==> config.mk <==
export PLATFORM = sky130hd
export DESIGN_NAME = display_scan_ctrl
export DESIGN_NICKNAME = d
export VERILOG_FILES = /design/src/rtl/display_pkg.sv /design/src/rtl/display.sv /design/src/rtl/display_scan_ctrl.sv
export SDC_FILE = /design/constraint.sdc
export NUM_CORES = 1
export LEC_CHECK = 0
export CAP_MARGIN = 20
export CORE_MARGIN = 3
export CORE_UTILIZATION = 60
export CTS_BUF_LIST = sky130_fd_sc_hd__clkbuf_16
export CTS_CLUSTER_SIZE = 8
export DETAILED_ROUTE_END_ITERATION = 8
export PLACE_DENSITY_LB_ADDON = 0.05
export SLEW_MARGIN = 20
export SYNTH_ARGS = -nofsm -noshare
export SYNTH_HDL_FRONTEND = slang
export SYNTH_HIERARCHICAL = 1
export SYNTH_SLANG_ARGS = --single-unit
==> constraint.sdc <==
create_clock -name clk -period 8.3 [get_ports clk]
set_input_delay 1.66 -clock clk [delete_from_list [all_inputs] [get_ports clk]]
set_output_delay 1.66 -clock clk [all_outputs]
set_load 0.02 [all_outputs]
==> src/rtl/display_pkg.sv <==
// Shared types and constants for the multiplexed seven-segment display scanner.
package display_pkg;

  typedef enum logic {
    SHOW = 1'b0,
    GAP  = 1'b1
  } scan_state_e;

  localparam logic [6:0] SEG_OFF = 7'h7F;

  // Counter width for a count range of n values; never narrower than one bit.
  function automatic int cnt_width(input int n);
    return (n <= 1) ? 1 : $clog2(n);
  endfunction

endpackage

==> src/rtl/display.sv <==
// Combinational hex-to-seven-segment decoder, active-low, bit order g..a.
module display
  import display_pkg::*;
(
  input  logic [3:0] hex_i,
  output logic [6:0] seg_n_o
);

  always_comb begin
    seg_n_o = SEG_OFF;
    unique case (hex_i)
      4'h0: seg_n_o = 7'h40;
      4'h1: seg_n_o = 7'h79;
      4'h2: seg_n_o = 7'h24;
      4'h3: seg_n_o = 7'h30;
      4'h4: seg_n_o = 7'h19;
      4'h5: seg_n_o = 7'h12;
      4'h6: seg_n_o = 7'h02;
      4'h7: seg_n_o = 7'h78;
      4'h8: seg_n_o = 7'h00;
      4'h9: seg_n_o = 7'h10;
      4'hA: seg_n_o = 7'h08;
      4'hB: seg_n_o = 7'h03;
      4'hC: seg_n_o = 7'h46;
      4'hD: seg_n_o = 7'h21;
      4'hE: seg_n_o = 7'h06;
      4'hF: seg_n_o = 7'h0E;
      default: seg_n_o = SEG_OFF;
    endcase
  end

endmodule

==> src/rtl/display_scan_ctrl.sv <==
// Scans N_DIGITS common-anode digits through one decoder, with dead-time between
// digits, leading-zero blanking and a shadow register committed only at frame wrap.
module display_scan_ctrl
  import display_pkg::*;
#(
  parameter int N_DIGITS    = 4,
  parameter int REFRESH_DIV = 50000,
  parameter int GAP_CYCLES  = 8
) (
  input  logic                    clk,
  input  logic                    rst,
  input  logic                    load,
  input  logic [4*N_DIGITS-1:0]   value,
  input  logic [N_DIGITS-1:0]     dp_in,
  input  logic                    blank_lz,
  output logic [6:0]              seg_n,
  output logic                    dp_n,
  output logic [N_DIGITS-1:0]     dig_n,
  output logic                    frame_done,
  output logic                    pending,
  output scan_state_e             state_dbg
);

  localparam int W     = 4 * N_DIGITS;
  localparam int DIV_W = cnt_width(REFRESH_DIV);
  localparam int GAP_W = cnt_width(GAP_CYCLES);
  localparam int IDX_W = cnt_width(N_DIGITS);

  localparam logic [DIV_W-1:0] DIV_LAST = DIV_W'(REFRESH_DIV - 1);
  localparam logic [GAP_W-1:0] GAP_LAST = GAP_W'((GAP_CYCLES > 0) ? GAP_CYCLES - 1 : 0);
  localparam logic [IDX_W-1:0] IDX_LAST = IDX_W'(N_DIGITS - 1);

  scan_state_e          state_q, state_d;
  logic [IDX_W-1:0]     idx_q, idx_d;
  logic [DIV_W-1:0]     div_q, div_d;
  logic [GAP_W-1:0]     gap_q, gap_d;

  logic [W-1:0]         act_val_q, act_val_d, sh_val_q, sh_val_d;
  logic                 act_blz_q, act_blz_d, sh_blz_q, sh_blz_d;
  logic [N_DIGITS-1:0]  act_dp_q, act_dp_d, sh_dp_q, sh_dp_d;
  logic                 pending_q, pending_d;

  logic [6:0]           seg_q, seg_d;
  logic                 dp_q, dp_d;
  logic [N_DIGITS-1:0]  dig_q, dig_d;
  logic                 fd_q, fd_d;

  logic                 wrap;
  logic                 zero_run;
  logic [N_DIGITS-1:0]  blank_mask;
  logic [3:0]           cur_nib;
  logic                 cur_blank;
  logic                 cur_dp;
  logic [N_DIGITS-1:0]  cur_sel_n;
  logic [6:0]           dec_seg_n;

  display u_display (
    .hex_i   (cur_nib),
    .seg_n_o (dec_seg_n)
  );

  // A digit is blanked when it and every more-significant nibble are zero.
  always_comb begin
    zero_run   = 1'b1;
    blank_mask = '0;
    for (int k = N_DIGITS - 1; k >= 1; k--) begin
      zero_run      = zero_run & (act_val_q[4*k +: 4] == 4'h0);
      blank_mask[k] = act_blz_q & zero_run;
    end
  end

  always_comb begin
    cur_nib   = '0;
    cur_blank = 1'b0;
    cur_dp    = 1'b0;
    cur_sel_n = '1;
    for (int k = 0; k < N_DIGITS; k++) begin
      if (idx_q == IDX_W'(k)) begin
        cur_nib      = act_val_q[4*k +: 4];
        cur_blank    = blank_mask[k];
        cur_dp       = act_dp_q[k];
        cur_sel_n[k] = 1'b0;
      end
    end
  end

  always_comb begin
    state_d = state_q;
    idx_d   = idx_q;
    div_d   = div_q;
    gap_d   = gap_q;
    wrap    = 1'b0;
    unique case (state_q)
      SHOW: begin
        if (div_q == DIV_LAST) begin
          div_d = '0;
          wrap  = (idx_q == IDX_LAST);
          idx_d = wrap ? '0 : idx_q + 1'b1;
          if (GAP_CYCLES > 0) state_d = GAP;
        end else begin
          div_d = div_q + 1'b1;
        end
      end
      GAP: begin
        if (gap_q == GAP_LAST) begin
          gap_d   = '0;
          state_d = SHOW;
        end else begin
          gap_d = gap_q + 1'b1;
        end
      end
      default: state_d = SHOW;
    endcase
  end

  // A load landing on the wrap cycle goes straight to the active set.
  always_comb begin
    act_val_d = act_val_q;
    act_blz_d = act_blz_q;
    act_dp_d  = act_dp_q;
    sh_val_d  = sh_val_q;
    sh_blz_d  = sh_blz_q;
    sh_dp_d   = sh_dp_q;
    pending_d = pending_q;
    if (load) begin
      sh_val_d  = value;
      sh_blz_d  = blank_lz;
      sh_dp_d   = dp_in;
      pending_d = 1'b1;
    end
    if (wrap) begin
      if (load) begin
        act_val_d = value;
        act_blz_d = blank_lz;
        act_dp_d  = dp_in;
        pending_d = 1'b0;
      end else if (pending_q) begin
        act_val_d = sh_val_q;
        act_blz_d = sh_blz_q;
        act_dp_d  = sh_dp_q;
        pending_d = 1'b0;
      end
    end
  end

  always_comb begin
    seg_d = SEG_OFF;
    dp_d  = 1'b1;
    dig_d = '1;
    fd_d  = wrap;
    if (state_q == SHOW && !cur_blank) begin
      seg_d = dec_seg_n;
      dp_d  = ~cur_dp;
      dig_d = cur_sel_n;
    end
  end

  always_ff @(posedge clk or posedge rst) begin
    if (rst) begin
      state_q   <= SHOW;
      idx_q     <= '0;
      div_q     <= '0;
      gap_q     <= '0;
      act_val_q <= '0;
      act_blz_q <= 1'b0;
      act_dp_q  <= '0;
      sh_val_q  <= '0;
      sh_blz_q  <= 1'b0;
      sh_dp_q   <= '0;
      pending_q <= 1'b0;
      seg_q     <= SEG_OFF;
      dp_q      <= 1'b1;
      dig_q     <= '1;
      fd_q      <= 1'b0;
    end else begin
      state_q   <= state_d;
      idx_q     <= idx_d;
      div_q     <= div_d;
      gap_q     <= gap_d;
      act_val_q <= act_val_d;
      act_blz_q <= act_blz_d;
      act_dp_q  <= act_dp_d;
      sh_val_q  <= sh_val_d;
      sh_blz_q  <= sh_blz_d;
      sh_dp_q   <= sh_dp_d;
      pending_q <= pending_d;
      seg_q     <= seg_d;
      dp_q      <= dp_d;
      dig_q     <= dig_d;
      fd_q      <= fd_d;
    end
  end

  assign seg_n      = seg_q;
  assign dp_n       = dp_q;
  assign dig_n      = dig_q;
  assign frame_done = fd_q;
  assign pending    = pending_q;
  assign state_dbg  = state_q;

endmodule
==> flow_metrics.env, run 1 <==
export IMPL_synth_edf_count=0
export IMPL_clk_insertion_delay_late_ps=330
export IMPL_rsz0062_at_grt="no"
export IMPL_yosys_warnings=6
export IMPL_finalPower_mw=0.840
export IMPL_final_common_cell="dfrtp_1"
export IMPL_critPathKind="register to output pin"
export IMPL_hold_viol_final=0
export IMPL_tightestPinTransition_ps=1050
export IMPL_fp_dieW_um=84.2
export IMPL_io_pins=39
export IMPL_period_needed_ps=3460
export IMPL_final_cell_mix="66 x dfrtp_1, 38 x clkdlybuf4s50_1, 23 x mux2_2, 22 x nand2_1, 20 x mux2_4"
export IMPL_cp_required_ps=6640
export IMPL_crit_path_top_delay_cell="dfrtp_1"
export IMPL_crit_buf_inv=1
export IMPL_syn_area_sq_um=3670
export IMPL_clkSinkCount=78
export IMPL_crit_path_start_kind="register"
export IMPL_grt_pass1_vias=2463
export IMPL_cts_root_buf="clkbuf_16"
export IMPL_max_cap_violations=0
export IMPL_route_detailed_drc=0
export IMPL_leakage_nw=1.97
export IMPL_drt_initial_drc_count=93
export IMPL_path_max_fanout=23
export IMPL_final_core_util=0.774
export IMPL_via_per_inst=5.65
export IMPL_fin_crit_sh=0.417
export IMPL_ant_nets=0
export IMPL_cts_tree="done"
export IMPL_clk_pin_slew_ps=60
export IMPL_place_gp_congestion=0.813
export IMPL_yosys_area_top_type="dfrtp_1"
export IMPL_cpPeakStageDelay_ps=750
export IMPL_portBuffers=38
export IMPL_min_path_type="register to register"
export IMPL_report_final_slew_viol_count=0
export IMPL_synth_area_leaders="dfrtp_1 45%, dfstp_2 8.6%, mux2_4 8.2%, mux2_2 7.1%, ha_1 4.8%"
export IMPL_synthCells=295
export IMPL_setup_viol=0
export IMPL_syn2layout_area_growth_pct=20.4
export IMPL_ys_ff_latch=78
export IMPL_start_util=0.643
export IMPL_postCtsHoldBufs=0
export IMPL_wl_per_cell_um=16.7
export IMPL_grt_max_degree=79
export IMPL_holdWs_ps=485
export IMPL_cts_buffers=9
export IMPL_syn_nets=333
export IMPL_num_vias=2326
export IMPL_final_area_sq_um=4420
export IMPL_slew_headroom=0.297
export IMPL_grtUsageMet3=0.0353
export IMPL_yosysTopAreaCellShare=0.450
export IMPL_fin_tns_setup_ps=0
export IMPL_fin_worst_skew_ps=4.68
export IMPL_cp_cell_sequence="clkdlybuf4s50_1"
export IMPL_diodes=0
export IMPL_met2_usage=0.344
export IMPL_use_met1=0.285
export IMPL_antenna_found_initial=0
export IMPL_critical_path_top_delay_family="flip-flops"
export IMPL_hpwl_um=4320
export IMPL_die_area_sq_um=7090
export IMPL_p_per_area_nw_per_um2=190
export IMPL_ys_seq_area_frac=0.536
export IMPL_track_usage=0.214
export IMPL_core_sq_um=5710
export IMPL_nNetsFinal=373
export IMPL_status="finished, final reports clean"
export IMPL_clockBufferDepth=2
export IMPL_h_tree_depth=3
export IMPL_wirelength_um=6880
export IMPL_yosysUniqueCellTypes=43
export IMPL_synthArstFlopShare=1.00
export IMPL_cp_arrival_ps=1800
export IMPL_dr_pass1_iters=4
export IMPL_drive_gt1_frac=0.247
export IMPL_synth_flop_cell="dfrtp_1"
export IMPL_grt_pass1_wl_um=12100
export IMPL_grt_ovfl_total=0
export IMPL_ir_drop_v=0.000125
export IMPL_die_height_um=84.2
export IMPL_grt_busiest_layer="met2"
export IMPL_endpoint_kind="output pin"
export IMPL_avgSynthCellArea_sq_um=12.4
export IMPL_fmax_mhz=289
export IMPL_fp_row_count=27
export IMPL_dpl_cell_area_sq_um=4100
export IMPL_cts_resized_gates=0
export IMPL_cts_setup_buffers=0
synthesized netlist by cell type (6+ instances only):
cell type,instances
dfrtp_1,66
mux2_2,23
nand2_1,22
mux2_4,20
nor2_1,18
a21oi_1,14
ha_1,14
dfstp_2,12
inv_1,10
or3_1,10
mux2i_1,9
o21ai_0,9
xnor2_1,9
clkbuf_1,7
nand3b_1,6
report_power, final:
group,internal (mW),switching [mW],leakage (nW)
Clock,0.261,0.149,0.149
Sequential,0.391,0.00275,0.980
Combinational,0.0197,0.0167,0.840
state kept, by name (all words and copies together) (netlist names), 2 cells and up:
register	cells
idx_q	2
sh_dp_q	4
act_val_q	16
act_dp_q	4
seg_n	7
dig_n	4
gap_q	3
sh_val_q	16
div_q	16
per-stage QoR:
| step | setup WS, ps | instances |
|---|---|---|
| after floorplan | 4660 | 295 |
| after global placement | 4900 | 396 |
| after detailed placement | 4830 | 396 |
| after CTS | 4830 | 412 |
| after global routing | 4600 | 412 |
| final | 4840 | 412 |
kinds of logic after synthesis:
| logic type | synth area share |
|---|---|
| fa+ha+maj | 0.0477 |
| mux | 0.183 |
| compound gates | 0.0447 |
| simple gates | 0.129 |
| flops | 0.536 |
| xor+xnor | 0.0286 |
| buf+inv | 0.0310 |
area by class of cell:
class	instances	area (sq um)
Tap cell	72	90.1
Multi-Input combinational cell	193	1590
Sequential cell	78	1970
Timing Repair Buffer	42	410
Clock buffer	9	225
Fill cell	374	1290
Inverter	11	41.3
Clock inverter	7	88.8
final timing paths:
| path | cells past startpoint | startpoint | slack (ps) | end |
|---|---|---|---|---|
| max in group asynchronous | 3 | rst | 5730 | sh_blz_q |
| setup / recovery | 1 | state_dbg | 4840 | state_dbg |
| min in group asynchronous | 3 | rst | 1970 | gap_q[1] |
| setup reg to reg | 11 | idx_q[1] | 4910 | seg_n[3] |
| hold / removal | 1 | gap_q[0] | 490 | gap_q[0] |
| hold reg to reg | 1 | gap_q[0] | 490 | gap_q[0] |
metal layers:
metal  part of all wire  routed length (um)  vias to the layer above
met3              0.044                 302                       15
met1               0.45                3110                     1143
met2               0.48                3330                       58
met4              0.021                 141                        0
met5                  0                   0                        -
li1                   -                   -                     1110
Power figures use the tool's default switching activity.
==> run 2, diff against run 1 <==
Settings changed: CORE_UTILIZATION 60 to 51.
Clock period 8.3 ns to 3 ns, I/O delays scaled along.
==> flow_metrics.env, run 2 (synthesis results as in run 1) <==
export IMPL_cts_setup_buffers=0
export IMPL_wirelength_um=6740
export IMPL_grt_ovfl_total=0
export IMPL_finalPower_mw=2.32
export IMPL_drive_gt1_frac=0.261
export IMPL_core_sq_um=6870
export IMPL_fin_cells=445
export IMPL_syn2layout_area_growth_pct=23.2
export IMPL_fmax_mhz=370
export IMPL_hold_viol_final=0
export IMPL_max_cap_violations=0
export IMPL_setup_viol=0
export IMPL_dp_cells=429
export IMPL_p_per_area_nw_per_um2=513
export IMPL_clk_insertion_delay_late_ps=330
export IMPL_clockBufferDepth=2
export IMPL_reg_top3="act_val_q x16, div_q x16, sh_val_q x16"
export IMPL_cts_buffers=9
export IMPL_io_pins=39
export IMPL_drt_initial_drc_count=64
export IMPL_route_detailed_drc=0
export IMPL_period_needed_ps=2700
export IMPL_die_area_sq_um=8250
export IMPL_cts_tree="done"
export IMPL_fin_worst_skew_ps=8.74
export IMPL_place_gp_congestion=0.825
export IMPL_crit_path_start_kind="register"
export IMPL_endpoint_kind="register"
export IMPL_final_common_cell="dfrtp_1"
export IMPL_via_per_inst=5.22
export IMPL_fp_dieW_um=90.8
export IMPL_clkSinkCount=78
export IMPL_track_usage=0.179
export IMPL_hpwl_um=4890
export IMPL_intPower_mw=1.86
export IMPL_nNetsFinal=382
export IMPL_report_final_slew_viol_count=0
export IMPL_path_max_fanout=12
export IMPL_fin_tns_setup_ps=0
export IMPL_dr_pass1_iters=4
export IMPL_status="finished, final reports clean"
export IMPL_ant_nets=0
export IMPL_rsz0062_at_grt="no"
export IMPL_start_util=0.534
export IMPL_clk_pin_slew_ps=60
export IMPL_portBuffers=38
export IMPL_wl_per_cell_um=15.1
export IMPL_die_height_um=90.8
export IMPL_final_cell_mix="66 x dfrtp_1, 38 x clkdlybuf4s50_1, 23 x mux2_2, 22 x nand2_1, 20 x mux2_4"
export IMPL_h_tree_depth=3
export IMPL_dpl_cell_area_sq_um=4210
export IMPL_power_switching_mw=0.456
export IMPL_fp_row_count=30
export IMPL_cts_resized_gates=0
export IMPL_seqPwrFrac=0.469
export IMPL_final_area_sq_um=4520
export IMPL_grt_max_degree=37
export IMPL_diodes=0
export IMPL_grt_pass1_wl_um=11700
export IMPL_combPwrFrac=0.045
export IMPL_antenna_found_initial=0
export IMPL_critPathKind="register to register"
export IMPL_cts_root_buf="clkbuf_16"
export IMPL_grt_pass1_vias=2384
export IMPL_postCtsHoldBufs=0
export IMPL_min_path_type="register to register"
export IMPL_tightestPinTransition_ps=546
export IMPL_p_sw_frac=0.197
export IMPL_num_vias=2325
export IMPL_p_clk_frac=0.486
export IMPL_cp_arrival_ps=2950
export IMPL_leakage_nw=2.02
export IMPL_fin_crit_sh=0.901
export IMPL_cp_required_ps=3250
export IMPL_slew_headroom=0.636
export IMPL_ir_drop_v=0.000347
## run 2: cell count changes in the layout (fill, tap and decap cells not counted), sizes merged
cell | before | now
buf | 4 | 13
inv | 11 | 13
clkinv | 3 | 2
clkinvlp | 2 | 1
## run 2: path summary, 6_finish.rpt
kind / cells after the start / slack (ps) / endpoint / startpoint
min in group asynchronous: 2 / 650 / act_val_q[12] / rst
max in group asynchronous: 4 / 1580 / div_q[7] / rst
worst min register to register: 1 / 480 / gap_q[0] / gap_q[0]
worst max register to register: 10 / 300 / seg_n[3] / idx_q[0]
worst min-delay path: 1 / 480 / gap_q[0] / gap_q[0]
worst max-delay path: 10 / 300 / seg_n[3] / idx_q[0]
## run 2: worst max-delay path, stage by stage, from the launching register on
cell and delay (ps):
dfrtp_1 410, ha_1 330, nand3b_1 200, a21oi_1 140, a21oi_1 50, o21ai_0 240, inv_1 140, ha_1 300
inv_1 40, mux4_2 430, or3_1 350
## run 2: stage by stage
step | hold slack, ps | utilization | setup WS (ps)
after global routing | 495 | 0.658 | 21.7
after detailed placement | 479 | 0.613 | 297
after floorplan | 445 | - | 39.7
after CTS | 486 | 0.658 | 290
after global placement | 469 | 0.613 | 369
final | 481 | 0.658 | 296
## run 2: power by group through the flow
stage	logic [mW]	registers, mW	clock network [mW]
floorplan	0.0557	1.10	0
global placement	0.105	1.10	0
detailed placement	0.106	1.11	0
CTS	0.107	1.09	1.15
global route	0.116	1.09	1.19
finish	0.103	1.09	1.13
## run 2: routing by layer
layer,vias to the layer above,wire length [um],part of all wire,global-route usage
li1,1124,-,-,-
met1,1126,3150,0.47,0.239
met2,66,3160,0.47,0.280
met3,9,309,0.046,0.0417
met4,0,108,0.016,0.0754
met5,-,0,0,0
## run 2: cell type report
| cell class | instances | area [sq um] |
|---|---|---|
| fill | 552 | 2350 |
| timing repair buffer | 51 | 490 |
| inverter | 11 | 41.3 |
| clock buffer | 9 | 225 |
| multi-input combinational | 193 | 1590 |
| tap | 96 | 120 |
| clock inverter | 7 | 88.8 |
| sequential | 78 | 1970 |
==> run 3, diff against run 2 <==
Settings changed: CORE_MARGIN 3 to 4.
==> flow_metrics.env, run 3 (synthesis results as in run 1) <==
export IMPL_num_vias=2344
export IMPL_cts_setup_buffers=0
export IMPL_reg_top3="act_val_q x16, div_q x16, sh_val_q x16"
export IMPL_p_per_area_nw_per_um2=492
export IMPL_grt_max_degree=33
export IMPL_die_height_um=92.8
export IMPL_wl_per_cell_um=14.9
export IMPL_clkSinkCount=78
export IMPL_final_cell_mix="66 x dfrtp_1, 38 x clkdlybuf4s50_1, 23 x mux2_2, 22 x nand2_1, 20 x mux2_4"
export IMPL_fill_cells=530
export IMPL_fin_worst_skew_ps=10.4
export IMPL_portBuffers=38
export IMPL_met1_length_um=3180
export IMPL_fp_row_count=30
export IMPL_final_common_cell="dfrtp_1"
export IMPL_cts_tree="done"
export IMPL_start_util=0.531
export IMPL_drt_initial_drc_count=100
export IMPL_nNetsFinal=381
export IMPL_die_area_sq_um=8620
export IMPL_clk_insertion_delay_late_ps=330
export IMPL_place_gp_congestion=0.830
export IMPL_clockBufferDepth=2
export IMPL_wl_met3_um=349
export IMPL_route_met2_wl_um=2980
export IMPL_ff2ff_setup_slack_ps=280
export IMPL_antenna_found_initial=0
export IMPL_ir_drop_v=0.000413
export IMPL_critical_path_top_delay_family="adder cells"
export IMPL_cts_buffers=9
export IMPL_dr_pass1_iters=4
export IMPL_fin_crit_sh=0.905
export IMPL_critPathKind="register to register"
export IMPL_io_pins=39
export IMPL_setup_viol=0
export IMPL_cp_arrival_ps=2970
export IMPL_hold_viol_final=0
export IMPL_tightestPinTransition_ps=568
export IMPL_multi_input_area_sq_um=1590
export IMPL_cts_root_buf="clkbuf_16"
export IMPL_dpl_cell_area_sq_um=4200
export IMPL_route_detailed_drc=0
export IMPL_core_sq_um=6910
export IMPL_crit_path_top_delay_cell="mux4_2"
export IMPL_cpPeakStageDelay_ps=440
export IMPL_track_usage=0.167
export IMPL_crit_buf_inv=3
export IMPL_hpwl_um=4760
export IMPL_fp_dieW_um=92.8
export IMPL_cp_cell_sequence="inv_1 -> ha_1 -> nand3b_1 -> a21oi_1 -> a21oi_1 -> o21ai_0 -> inv_1 -> ha_1 -> inv_1 -> mux4_2 -> or3_1"
export IMPL_cp_required_ps=3250
export IMPL_clk_pin_slew_ps=60
export IMPL_grt_pass1_vias=2302
export IMPL_wirelength_um=6630
export IMPL_rsz0062_at_grt="no"
export IMPL_final_area_sq_um=4480
export IMPL_cts_resized_gates=0
export IMPL_diodes=0
export IMPL_cp_common_cell="inv_1"
export IMPL_slew_headroom=0.621
export IMPL_drive_gt1_frac=0.264
export IMPL_grt_ovfl_total=0
export IMPL_ant_nets=0
export IMPL_max_cap_violations=0
export IMPL_highest_layer="met4"
export IMPL_h_tree_depth=3
export IMPL_endpoint_kind="register"
export IMPL_report_final_slew_viol_count=0
export IMPL_seq_area_sq_um=1970
export IMPL_leakage_nw=2.00
export IMPL_period_needed_ps=2720
export IMPL_path_max_fanout=12
export IMPL_fin_tns_setup_ps=0
export IMPL_via_per_inst=5.28
export IMPL_syn2layout_area_growth_pct=22.1
export IMPL_crit_path_start_kind="register"
export IMPL_postCtsHoldBufs=0
export IMPL_status="finished, final reports clean"
export IMPL_fmax_mhz=368
export IMPL_grt_pass1_wl_um=11200
export IMPL_min_path_type="register to register"
==> run 3: cell count changes in the layout (fill, tap and decap cells not counted), sizes merged <==
cell | before | now
buf | 13 | 12
bufinv | 2 | 0
clkinvlp | 1 | 2
inv | 13 | 14
==> run 3: final timing paths <==
check,from,endpoint,cells past startpoint
setup / recovery,idx_q[1],seg_n[3],11
hold / removal,div_q[15],div_q[15],1
setup reg to reg,idx_q[1],seg_n[3],11
hold reg to reg,div_q[15],div_q[15],1
max in group asynchronous,rst,dig_n[2],3
min in group asynchronous,rst,gap_q[1],2
==> run 3: metal layers <==
metal,track usage,vias to the layer above
li1,-,1134
met1,0.228,1152
met2,0.242,48
met3,0.0609,10
met4,0.0684,0
met5,0,-
==> run 3: power breakdown <==
part	leakage (nW)	switching (mW)	internal [mW]
sequential	0.980	0.00675	1.08
clock	0.133	0.447	0.568
combinational	0.885	0.0450	0.0577
total	2.00	0.499	1.71
==> run 3: through the flow <==
step           utilization  worst slack (ps)  instances  hold slack (ps)  total power [mW]
5_1_grt              0.649              73.7        444              517              2.29
4_1_cts              0.649               282        444              488              2.23
3_5_place_dp         0.608               298        428              478              1.21
3_3_place_gp         0.608               366        428              470              1.21
2_1_floorplan            -              39.7        295              445              1.16
6_report             0.649               284        444              484              2.21
==> run 3: final cells by class <==
class	instances	share of cell area
flip-flops and latches	78	0.439
multi-input cells	193	0.355
repair buffers	50	0.108
clock buffers	9	0.0503
well taps	96	0.0268
clock inverters	7	0.0123
inverters	11	0.00922
==> run 3: worst reg2reg max path, stage by stage, from the launching register on <==
cell      delay [ps]
dfrtp_1          370
inv_1             90
ha_1             290
nand3b_1         190
a21oi_1          140
a21oi_1           60
o21ai_0          220
inv_1            140
ha_1             300
inv_1             50
mux4_2           440
or3_1            350
